## config.mk

```make
export PLATFORM = sky130hd
export DESIGN_NAME = pipe_hazard_ctrl
export DESIGN_NICKNAME = d
export VERILOG_FILES = /design/src/rtl/pipe_hazard_ctrl_pkg.sv /design/src/rtl/pipe_hazard_ctrl_hazard_detect.sv /design/src/rtl/pipe_hazard_ctrl.sv
export SDC_FILE = /design/constraint.sdc
export NUM_CORES = 1
export LEC_CHECK = 0
export BUFFER_PORTS_ARGS = -buffer_cell sky130_fd_sc_hd__buf_2
export CAP_MARGIN = 20
export CELL_PAD_IN_SITES_DETAIL_PLACEMENT = 1
export CELL_PAD_IN_SITES_GLOBAL_PLACEMENT = 1
export CORE_MARGIN = 2
export CORE_UTILIZATION = 42
export CTS_CLUSTER_DIAMETER = 60
export DETAILED_ROUTE_END_ITERATION = 8
export PLACE_DENSITY = 0.82
export SLEW_MARGIN = 20
export SYNTH_ARGS = -nofsm -noshare
export SYNTH_HDL_FRONTEND = slang
export SYNTH_SLANG_ARGS = --single-unit
```

## constraint.sdc

```tcl
create_clock -name clk -period 3.05 [get_ports clk]
set_clock_uncertainty 0.1 [all_clocks]
set_input_delay 0.1525 -clock clk [delete_from_list [all_inputs] [get_ports clk]]
set_output_delay 0.1525 -clock clk [all_outputs]
set_load 0.03 [all_outputs]
```

## src/rtl/pipe_hazard_ctrl_pkg.sv

```systemverilog
// Shared types and defaults for the pipeline hazard controller.
// Holds the controller state encoding and the default register-address width.
package pipe_hazard_ctrl_pkg;

    // Controller states: normal issue, waiting on data memory, timeout recovery.
    typedef enum logic [1:0] {
        RUN      = 2'd0,
        MEM_WAIT = 2'd1,
        TMO      = 2'd2
    } state_e;

    // Default register-address width (16 architectural registers).
    localparam int REG_AW_DEF = 4;

endpackage

```

## src/rtl/pipe_hazard_ctrl_hazard_detect.sv

```systemverilog
// hazard_detect: combinational RAW hazard comparator for the ID stage.
// Optional feature macro: FORWARDING_EN. When defined, the EXE and MEM results
// are assumed to be forwarded, so only an EXE-stage load feeding the ID-stage
// instruction (load-use) still needs a bubble.
module hazard_detect
    import pipe_hazard_ctrl_pkg::*;
#(
    parameter int REG_AW = REG_AW_DEF
) (
    input  logic [REG_AW-1:0] id_src1,
    input  logic [REG_AW-1:0] id_src2,
    input  logic              id_two_src,
    input  logic [REG_AW-1:0] exe_dest,
    input  logic              exe_wb_en,
    input  logic              exe_mem_read,
    input  logic [REG_AW-1:0] mem_dest,
    input  logic              mem_wb_en,
    output logic              hazard
);

    logic exe_hit;
    logic mem_hit;

    // Source-operand matches against each in-flight destination; src2 only counts when used.
    always_comb begin
        exe_hit = exe_wb_en && ((exe_dest == id_src1) || (id_two_src && (exe_dest == id_src2)));
        mem_hit = mem_wb_en && ((mem_dest == id_src1) || (id_two_src && (mem_dest == id_src2)));
    end

`ifdef FORWARDING_EN
    // MEM-stage results are forwarded, so those matches are deliberately ignored.
    logic unused_mem_hit;
    assign unused_mem_hit = mem_hit;

    // Only a load in EXE cannot be forwarded in time.
    always_comb begin
        hazard = exe_hit && exe_mem_read;
    end
`else
    // Without forwarding the load flag is irrelevant: any writer in flight stalls.
    logic unused_mem_read;
    assign unused_mem_read = exe_mem_read;

    // Any pending writer of a source register forces a bubble.
    always_comb begin
        hazard = exe_hit || mem_hit;
    end
`endif

endmodule

```

## src/rtl/pipe_hazard_ctrl.sv

```systemverilog
// pipe_hazard_ctrl: freeze/flush control for a 5-stage pipeline.
// Combines ID-stage data hazards, taken branches and data-memory wait states
// into per-stage freeze and flush controls, with a memory-timeout recovery path
// and a saturating stalled-cycle counter.
// Optional feature macro: FORWARDING_EN (see hazard_detect).
//
// Memory handshake: mem_req is held high by the MEM stage while an access is
// outstanding; the access completes in the cycle mem_req and mem_ready are both
// high. A request that completes in its first cycle costs no stall; otherwise
// the whole pipe is frozen until mem_ready, or until MEM_TMO wait cycles elapse.
module pipe_hazard_ctrl
    import pipe_hazard_ctrl_pkg::*;
#(
    parameter int REG_AW  = REG_AW_DEF,
    parameter int MEM_TMO = 15
) (
    input  logic              clk,
    input  logic              rst,
    input  logic [REG_AW-1:0] id_src1,
    input  logic [REG_AW-1:0] id_src2,
    input  logic              id_two_src,
    input  logic [REG_AW-1:0] exe_dest,
    input  logic              exe_wb_en,
    input  logic              exe_mem_read,
    input  logic [REG_AW-1:0] mem_dest,
    input  logic              mem_wb_en,
    input  logic              branch_taken,
    input  logic              mem_req,
    input  logic              mem_ready,
    output logic              freeze_if,
    output logic              freeze_id,
    output logic              freeze_exe,
    output logic              freeze_mem,
    output logic              flush_if,
    output logic              flush_id,
    output logic              mem_err,
    output logic [15:0]       stall_cnt,
    output state_e            dbg_state
);

    state_e      state_q;
    state_e      state_d;
    logic [7:0]  wait_cnt_q;
    logic [7:0]  wait_inc;
    logic        tmo_hit;
    logic        branch_pend_q;
    logic        hazard;
    logic        any_freeze;

    hazard_detect #(
        .REG_AW (REG_AW)
    ) u_hazard_detect (
        .id_src1      (id_src1),
        .id_src2      (id_src2),
        .id_two_src   (id_two_src),
        .exe_dest     (exe_dest),
        .exe_wb_en    (exe_wb_en),
        .exe_mem_read (exe_mem_read),
        .mem_dest     (mem_dest),
        .mem_wb_en    (mem_wb_en),
        .hazard       (hazard)
    );

    // Wait-cycle count including the current MEM_WAIT cycle; holds at 255 instead of wrapping.
    always_comb begin
        wait_inc = (wait_cnt_q == 8'hFF) ? 8'hFF : wait_cnt_q + 8'd1;
        tmo_hit  = (wait_inc == 8'(MEM_TMO));
    end

    // State register.
    always_ff @(posedge clk or negedge rst) begin
        if (!rst) begin
            state_q <= RUN;
        end else begin
            state_q <= state_d;
        end
    end

    // Wait counter: zeroed on entry to MEM_WAIT, advanced once per MEM_WAIT cycle.
    always_ff @(posedge clk or negedge rst) begin
        if (!rst) begin
            wait_cnt_q <= 8'd0;
        end else if (state_q != MEM_WAIT && state_d == MEM_WAIT) begin
            wait_cnt_q <= 8'd0;
        end else if (state_q == MEM_WAIT) begin
            wait_cnt_q <= wait_inc;
        end
    end

    // A branch resolved while EXE is frozen is remembered and applied on the first RUN cycle.
    always_ff @(posedge clk or negedge rst) begin
        if (!rst) begin
            branch_pend_q <= 1'b0;
        end else if (state_q == MEM_WAIT) begin
            branch_pend_q <= branch_pend_q | branch_taken;
        end else begin
            branch_pend_q <= 1'b0;
        end
    end

    // Next-state and output decode; outputs are zero-latency and forced low during reset.
    always_comb begin
        state_d    = state_q;
        freeze_if  = 1'b0;
        freeze_id  = 1'b0;
        freeze_exe = 1'b0;
        freeze_mem = 1'b0;
        flush_if   = 1'b0;
        flush_id   = 1'b0;
        mem_err    = 1'b0;
        case (state_q)
            RUN: begin
                if (branch_taken || branch_pend_q) begin
                    flush_if = 1'b1;
                    flush_id = 1'b1;
                end else if (hazard) begin
                    freeze_if = 1'b1;
                    freeze_id = 1'b1;
                    flush_id  = 1'b1;
                end
                if (mem_req && !mem_ready) begin
                    state_d = MEM_WAIT;
                end
            end
            MEM_WAIT: begin
                freeze_if  = 1'b1;
                freeze_id  = 1'b1;
                freeze_exe = 1'b1;
                freeze_mem = 1'b1;
                if (mem_ready) begin
                    state_d = RUN;
                end else if (tmo_hit) begin
                    state_d = TMO;
                end
            end
            TMO: begin
                mem_err  = 1'b1;
                flush_if = 1'b1;
                flush_id = 1'b1;
                state_d  = RUN;
            end
            default: begin
                state_d = RUN;
            end
        endcase
        if (!rst) begin
            freeze_if  = 1'b0;
            freeze_id  = 1'b0;
            freeze_exe = 1'b0;
            freeze_mem = 1'b0;
            flush_if   = 1'b0;
            flush_id   = 1'b0;
            mem_err    = 1'b0;
        end
    end

    // Any frozen stage counts as a stalled cycle.
    always_comb begin
        any_freeze = freeze_if | freeze_id | freeze_exe | freeze_mem;
    end

    // Saturating stalled-cycle counter.
    always_ff @(posedge clk or negedge rst) begin
        if (!rst) begin
            stall_cnt <= 16'd0;
        end else if (any_freeze && stall_cnt != 16'hFFFF) begin
            stall_cnt <= stall_cnt + 16'd1;
        end
    end

    // Expose the controller state for observation.
    always_comb begin
        dbg_state = state_q;
    end

endmodule
```

=== After elaboration in Yosys (flattened, before gate mapping) ===
Cells that the tools add are included.

* Add/subtract/negate cells: 2
* Muxes and demuxes: 22
* Reductions and logical operators: 14
* Bitwise operators: 3
* Equal/unequal tests: 11

{| class="wikitable"
|+ Operators by type and width
! operator !! count
|-
| two-way mux 8 bit || 3
|-
| adder 16 x 1 -> 16 bit, second input constant || 1
|-
| equality test 4 bit || 4
|-
| inequality test 16 bit, second input constant || 1
|-
| two-way mux 1 bit || 12
|-
| adder 8 x 1 -> 8 bit, second input constant || 1
|-
| equality test 8 x 4 -> 1 bit, second input constant || 1
|-
| equality test 8 bit, second input constant || 1
|-
| logical AND 1 bit || 7
|-
| two-way mux 2 bit || 3
|-
| one-hot mux 1 bit (2 select lines) || 3
|-
| equality test 2 x 1 -> 1 bit, second input constant || 2
|-
| logical OR 1 bit || 4
|-
| one-hot mux 2 bit (2 select lines) || 1
|-
| bitwise OR 1 bit || 3
|-
| equality test 2 bit, second input constant || 1
|-
| logical NOT 2 bit || 1
|-
| inequality test 2 x 1 -> 1 bit, second input constant || 1
|-
| nonzero test 2 bit || 1
|-
| logical NOT 1 bit || 1
|}

* Flip-flop bits (word level): 27
* Logic and storage cells: 56
* Output and inout port bits: 25
* Bits of input ports: 25

=== Depth between registers and ports, before layout ===
Gate-level depths: netlist of the first run.

* Word-level depth: 12
* Gate-level depth with buffers: 7
* Gate-level depth less buffers: 7

=== Hierarchy ===
Synthesis of the first run repeated with hierarchy kept, for this count alone.

* Cells, all modules: 171
* Area total of the unflattened synthesis: 1625.3 um2

{| class="wikitable"
|+ Modules (own cells, without submodules)
! module !! seq. area each (um2) !! area an instance (um2) !! times used !! cells an instance
|-
| pipe_hazard_ctrl || 675.6 || 1436.4 || 1 || 146
|-
| hazard_detect || 0.0 || 188.9 || 1 || 25
|}

=== Worst setup path after synthesis of the first run ===
Ideal clock, no wire load.

* Kind: register to output
* Start: register state_q[0], in the netlist dbg_state[0]
* End: output freeze_if
* Stages on the path, launching flop included: 6
* Path slack: 0.507 ns
* Required time: 2.797 ns
* Data arrival time: 2.291 ns
* Buffers on the path: 1
* Cell sequence: dfrtp_1 > clkinv_1 > nor2_1 > and2_1 > o21bai_1 > buf_4

* Word-level cells in the longest chain between the ends: 3
* Elaborated cells on any way between the ends: 4
* Those cells by class: eq/ne: 1; mux: 2; reduce/logical: 1

{| class="wikitable"
|+ RTL lines
! element !! RTL line !! text
|-
| start: declaration || pipe_hazard_ctrl.sv:41 || <nowiki>state_e state_q;</nowiki>
|-
| start signal: assignment || pipe_hazard_ctrl.sv:75 || <nowiki>state_q <= state_d;</nowiki>
|-
| equality test 2 x 1 -> 1 bit or logical NOT 2 bit (tied branches) || -- ||
|-
| one-hot mux 1 bit (2 select lines) (*) || -- ||
|-
| two-way mux 1 bit (*) || -- ||
|-
| end: declaration || pipe_hazard_ctrl.sv:30 || <nowiki>output logic freeze_if,</nowiki>
|}

Every way passes the cells marked *; elsewhere a longest branch is shown, timed or not.

=== Final worst setup path of the first run ===
* Start: register stall_cnt[0]
* End: register stall_cnt[7]

* Word-level cells in the longest chain between the ends: 2
* Elaborated cells on any way between the ends: 3
* Those cells by class: add/sub: 1; eq/ne: 1; reduce/logical: 1

{| class="wikitable"
|+ RTL lines
! element !! RTL line !! text
|-
| start: declaration || pipe_hazard_ctrl.sv:37 || <nowiki>output logic [15:0] stall_cnt,</nowiki>
|-
| start signal: assignment || pipe_hazard_ctrl.sv:167 || <nowiki>stall_cnt <= stall_cnt + 16'd1;</nowiki>
|-
| parallel branches: the longest is 2 deep, another holds adder 16 x 1 -> 16 bit || -- ||
|}

Parallel ways; which one is timed is not known.
A chain may end at the register's enable or synchronous reset.

==> results.yml, run 1 <==
cts:
  clkSlewWorstSetupHoldPaths_ns: 0.09
  post_cts_buffers: 0
  clk_latency_ns: 0.27
  cts_max_path_buffers: 2
  postCtsHoldBufs: 2
  cts_resized: 0
  cts_made_buffers: 3
  htree_levels: 1
  clock-sinks: 27
  root_buffer: "clkbuf_8"
  cts_tree: "yes"
synthesis:
  synth_seq_cells: 27
  syn_nets: 216
  async_flop_share_pct: 100
  synthMuxAreaShare_pct: 1.28
  synth_top_family_by_area: "compound AO/OA/AOI/OAI gates"
  synth_common_cells: "27 x dfrtp_1, 20 x nand2_1, 15 x nor2_1"
  synth_top_area_share_pct: 38.3
  synth_xor_area_share_pct: 12.4
  synth-edff-count: 0
  synth_most_common_cell: "dfrtp_1"
  synth-simple-area-share_pct: 21.2
  ys.flop_type: "dfrtp_1"
  yosysTopAreaCell: "dfrtp_1"
  yosys_warnings: 0
  netlist-cell-type-count: 45
  ys_top_cells_by_area: "dfrtp_1 38%, xor2_1 6.4%, xnor2_1 6.0%, a211oi_2 4.3%, nand2_1 4.3%"
  synth_area_per_cell_sq_um: 9.34
  synthesis.area_sq_um: 1770
  synthAdderAreaFrac_pct: 1.42
  seq_area_frac_synth_pct: 38.3
  synth-compound-area-share_pct: 21.4
  synth_cells: 189
sta:
  period_share_pct: 77.0
  setup_violations: 0
  fin_setup_tns_ns: 0
  hold_viol: 0
  slew_headroom_pct: 43.9
  period_minus_slack_ns: 2.35
  hold_slack_ns: 0.0194
  worst_pin_slew_ns: 0.842
  max_freq_ghz: 0.426
  maxSlewViolCount: 0
  rsz0062_at_grt: "no"
  timing.final.ws_setup_ns: 0.702
final_layout:
  area_delta_synth_final_pct: 20.4
  num_antenna_cells: 0
  final_cells: 292
  fin_nets: 270
  fin_util_pct: 52.8
  final_area_sq_um: 2130
  layout-drive-gt1-share_pct: 29.8
global_routing:
  grt_usage_pct: 22.3
  grt_antenna_before_repair: 0
  grt_util_met1_pct: 28.0
  grt_pass1_wl_mm: 7.95
  met2_usage_pct: 39.2
  grt.busiest_layer: "met2"
  grt_pass1_vias: 1690
  gr-usage-met3_pct: 3.57
  overflow: 0
  grt_max_degree: 31
critical_path:
  end_kind: "flop"
  critPathBufInv: 0
  worstPathCellList: "ha_1, nand3_1, or4_4, o21bai_4, or3_4, a211oi_2, xor2_1"
  crit_family: "simple AND/OR/NAND/NOR gates"
  critical_path.startpoint_type: "flop"
  crit_path_max_incr_delay_ns: 0.54
  crit_fanout: 10
  arrival_ns: 2.39
  slowest_stage: "or4_4"
  crit_required_ns: 3.10
  crit_type: "flop to flop"
die:
  rows: 23
  dieArea_sq_um: 4740
  die_y_um: 68.8
  io_pins: 50
  core_sq_um: 4030
  start_util_pct: 43.8
  fp.dieW_um: 68.8
pwr:
  p_leak_nw: 0.979
  power_mw: 1.03
  ir_drop_mv: 0.296
  power_density_nw_per_um2: 487
hold_path:
  min_path_type: "input port to flop"
routing:
  drt_iter0_drc: 106
  vias: 1626
  antenna_left: 0
  dr.pass1.iters: 4
  wl_mm: 4.67
  drc: 0
  routed_via_density: 5.57
  avgRoutedWirePerCell_um: 16.0
placed_design:
  place.gp.congestion: 0.843
  dp_hpwl_mm: 3.66
  dpl_cell_area_sq_um: 2060
  io_buffers: 48
  dpl_worst_slack_ns: 0.707
  dp.cells: 286
flow_run:
  cap_violations: 0
run_status:
  status: "completed"
## state kept, by name (all words and copies together), names as in the netlist
register	cells
stall_cnt	16
wait_cnt_q	8
dbg_state	2
branch_pend_q	1
## worst reg2reg max path, cell delays in order (launching register included)
cell and delay [ns]:
dfrtp_1 0.42, ha_1 0.21, nand3_1 0.17, or4_4 0.55
o21bai_4 0.30, or3_4 0.24, a211oi_2 0.06, xor2_1 0.18
## placed cells by master (no fill, tap or decap), types with 2 or more instances in the layout
cell	Yosys	final
or2_2	2	2
xor2_1	13	13
ha_1	2	2
buf_2	0	48
dfrtp_1	27	27
nand4_1	5	5
a211oi_2	6	6
and3_1	2	2
clkbuf_8	0	3
nand3_1	9	9
xnor2_1	12	12
or3_1	2	2
buf_4	2	3
nor3_1	3	3
o21ai_0	14	14
a21oi_1	8	8
dlygate4sd3_1	0	2
o22ai_1	3	3
inv_1	10	10
a211oi_1	5	5
nand2b_1	3	3
nor2_1	15	15
a2111oi_2	2	2
nand2_1	20	20
## final timing paths
| kind | startpoint | end | slack [ns] | cells past startpoint |
|---|---|---|---|---|
| setup / recovery | stall_cnt[0] | stall_cnt[7] | 0.70 | 7 |
| hold reg to reg | stall_cnt[3] | stall_cnt[3] | 0.41 | 1 |
| setup reg to reg | stall_cnt[0] | stall_cnt[7] | 0.70 | 7 |
| max in group asynchronous | rst | stall_cnt[7] | 2.21 | 3 |
| min in group asynchronous | rst | stall_cnt[9] | 0.36 | 3 |
| hold / removal | mem_req | dbg_state[0] | 0.02 | 3 |
## routing by layer
| layer | vias to the layer above | part of all wire [%] |
|---|---|---|
| met5 | - | 0 |
| met4 | 0 | 0.86 |
| met3 | 2 | 5.2 |
| met2 | 46 | 50 |
| met1 | 796 | 44 |
| li1 | 782 | - |
## final cells by class
class / count / area [sq um]
Fill cell: 500 / 1900
Tap cell: 50 / 62.6
Multi-Input combinational cell: 147 / 1020
Clock buffer: 4 / 45.0
Timing Repair Buffer: 53 / 283
Inverter: 11 / 41.3
Sequential cell: 27 / 676
## power by group
part | total, mW | switching (mW) | internal [mW] | leakage (nW)
Combinational | 0.346 | 0.221 | 0.125 | 0.610
Sequential | 0.485 | 0.0712 | 0.413 | 0.346
Clock | 0.204 | 0.111 | 0.0935 | 0.0228
Total | 1.03 | 0.403 | 0.632 | 0.979
## kinds of logic after synthesis
kind of cell	count (synthesis)
AO/OA/AOI/OAI	48
XOR/XNOR	25
adder cells (fa/ha/maj)	2
buffers and inverters	15
flip-flops	27
multiplexers	2
AND/OR/NAND/NOR	70
No activity file was read; power rests on OpenSTA's default activity.
==> run 2: changes to the inputs <==
CORE_UTILIZATION = 35   (was 42)
PLACE_DENSITY = 0.73   (was 0.82)
clock period = 1.9 ns   (was 3.05 ns; I/O delays follow)
==> run 2 against run 1 <==
  * The run now ends with negative setup slack left
  * Clock power up 67%
  * Worst setup slack lost 0.76 ns
  * Hold slack got worse by 0.018 ns
  * Non-clock buffer count rose by 35
  * Routed wire length rose by 11%
  * Via count increased by 6.8%
  * Power grew 82%
  * Register-to-register slack lost 0.76 ns
  * First-iteration DRC count fell by 49%
  * Utilization down 0.53 points
  * Sequential cell count stayed put
==> results.yml, run 2 (synthesis gave the netlist of run 1 again) <==
pwr:
  p_leak_nw: 1.16
  netSwitchingFraction_pct: 38.2
  intPower_mw: 1.16
  ir_drop_mv: 0.378
  power_density_nw_per_um2: 753
  seqPwrFrac_pct: 41.4
  clkPwrFrac_pct: 18.1
  comb_power_share_pct: 40.5
  switchingPower_uw: 720
run_status:
  violations: "negative setup slack"
  status: "complete, but fails checks"
critical_path:
  critical_path.startpoint_type: "flop"
  crit_type: "flop to flop"
  end_kind: "flop"
  crit_path_max_incr_delay_ns: 0.46
  crit_start: "stall_cnt[1]"
  worstReg2RegEnd: "stall_cnt[13]"
  rr_worst_depth: 7
  critPathBufInv: 0
  slowest_stage: "or4_4"
  crit_fanout: 5
  crit_cells: 7
  critPathCapture: "stall_cnt[13]"
  crit_required_ns: 1.95
  crit_family: "simple AND/OR/NAND/NOR gates"
  worstPathCellList: "ha_4, nand3_4, or4_4, o21bai_4, or3_4, a211oi_2, xor2_1"
  r2r_start: "stall_cnt[1]"
  arrival_ns: 2.01
  rrSetupSlack_ns: -0.06
sta:
  timing.final.ws_setup_ns: -0.0578
  hold_viol: 0
  hold_slack_ns: 0.00173
  rsz0062_at_grt: "yes"
  setup_violations: 6
  max_freq_ghz: 0.511
  maxSlewViolCount: 0
  worst_pin_slew_ns: 0.394
  period_minus_slack_ns: 1.96
  slew_headroom_pct: 73.6
  period_share_pct: 103
cts:
  cts_tree: "yes"
  htree_levels: 1
  cts_max_path_buffers: 2
  clock-sinks: 27
  root_buffer: "clkbuf_8"
  clkSlewWorstSetupHoldPaths_ns: 0.10
  clk_latency_ns: 0.27
  cts_made_buffers: 3
routing:
  wl_mm: 5.18
  vias: 1737
  dr.pass1.iters: 4
  avgRoutedWirePerCell_um: 15.1
  routed_via_density: 5.05
  antenna_left: 0
  drt_iter0_drc: 54
  drc: 0
die:
  dieArea_sq_um: 5630
  die_y_um: 75.0
  start_util_pct: 36.9
  fp.dieW_um: 75.0
  io_pins: 50
  rows: 25
  core_sq_um: 4790
final_layout:
  fillers: 589
  largest_register_ffs: 16
  fin_nets: 305
  final_common_cell: "buf_2"
  fin_util_pct: 52.2
  final_cells: 344
  layout-drive-gt1-share_pct: 44.0
  most-common-layout-cells: "47 x buf_2, 36 x buf_4, 20 x nand2_1, 20 x dfrtp_1"
  num_antenna_cells: 0
  largest-register: "stall_cnt"
  area_delta_synth_final_pct: 41.6
  final_area_sq_um: 2500
placed_design:
  dp.cells: 331
  dpl_cell_area_sq_um: 2330
  dp_hpwl_mm: 3.91
  place.gp.congestion: 0.819
  io_buffers: 48
flow_run:
  cap_violations: 0
global_routing:
  grt_pass1_wl_mm: 8.20
  overflow: 0
  grt_usage_pct: 19.4
  grt_antenna_before_repair: 0
  grt_max_degree: 28
  grt_pass1_vias: 1735
hold_path:
  min_path_type: "input port to flop"
[run 2: cell count changes in the layout (fill, tap and decap cells not counted), moves of 3 or more]
cell | before | now
buf_4 | 3 | 36
dfrtp_1 | 27 | 20
dfrtp_2 | 0 | 7
nor2_1 | 15 | 12
nor2_2 | 0 | 3
[run 2: routing by layer]
metal  up-vias  global-route usage, %  wire, um
met5         -                      0         0
met4         0                   6.55        60
met3         6                   2.68       208
met2        46                   33.7      2580
met1       833                   24.7      2330
li1        852                      -         -
[run 2: worst reg2reg max path: cells and delay by family (launching register included)]
| family | cells | cell delay, ns |
|---|---|---|
| AO/OA/AOI/OAI | 2 | 0.25 |
| XOR/XNOR | 1 | 0.17 |
| adder cells (fa/ha/maj) | 1 | 0.17 |
| flip-flops | 1 | 0.41 |
| AND/OR/NAND/NOR | 3 | 0.76 |
[run 2: area by class of cell]
| type | instances | area, sq um | area share, % |
|---|---|---|---|
| Sequential cell | 27 | 684 | 27.4 |
| Clock buffer | 4 | 45.0 | 1.80 |
| Tap cell | 67 | 83.8 | 3.35 |
| Inverter | 11 | 43.8 | 1.75 |
| Timing Repair Buffer | 88 | 563 | 22.5 |
| Multi-Input combinational cell | 147 | 1080 | 43.2 |
[run 2: per-stage QoR]
stage | setup slack [ns] | power (mW) | TNS, ns
finish | -0.0578 | 1.88 | -0.244
detailed placement | -0.129 | 1.46 | -0.489
CTS | -0.0387 | 1.85 | -0.169
global route | -0.136 | 1.99 | -1.16
global placement | -0.0825 | 1.44 | -0.217
floorplan | -0.160 | 1.17 | -1.19
[run 2: timing repair]
action                     4_1_cts  5_1_grt
hold endpoints to repair        29        0
pin swaps                        4        6
setup buffers                    4        1
setup endpoints to repair       11       24
resized for setup                2        8
hold buffers                     4        0
[run 2: worst min path at each step]
stage	startpoint	endpoint	slack, ns	cells after the start
2_1_floorplan	rst	branch_pend_q	-0.30	0
3_3_place_gp	rst	stall_cnt[9]	0.07	2
3_5_place_dp	rst	stall_cnt[4]	0.07	2
4_1_cts	branch_taken	branch_pend_q	0.01	3
5_1_grt	branch_taken	branch_pend_q	0.03	3
6_report	branch_taken	branch_pend_q	0.002	3
[run 2: power groups by stage]
stage                     combinational [mW]  clock, mW  sequential, mW
after floorplan                        0.281          0           0.893
after global placement                 0.664          0           0.777
after detailed placement               0.680          0           0.783
after CTS                              0.734      0.352           0.769
after global routing                   0.834      0.368           0.793
final                                  0.764      0.340           0.780
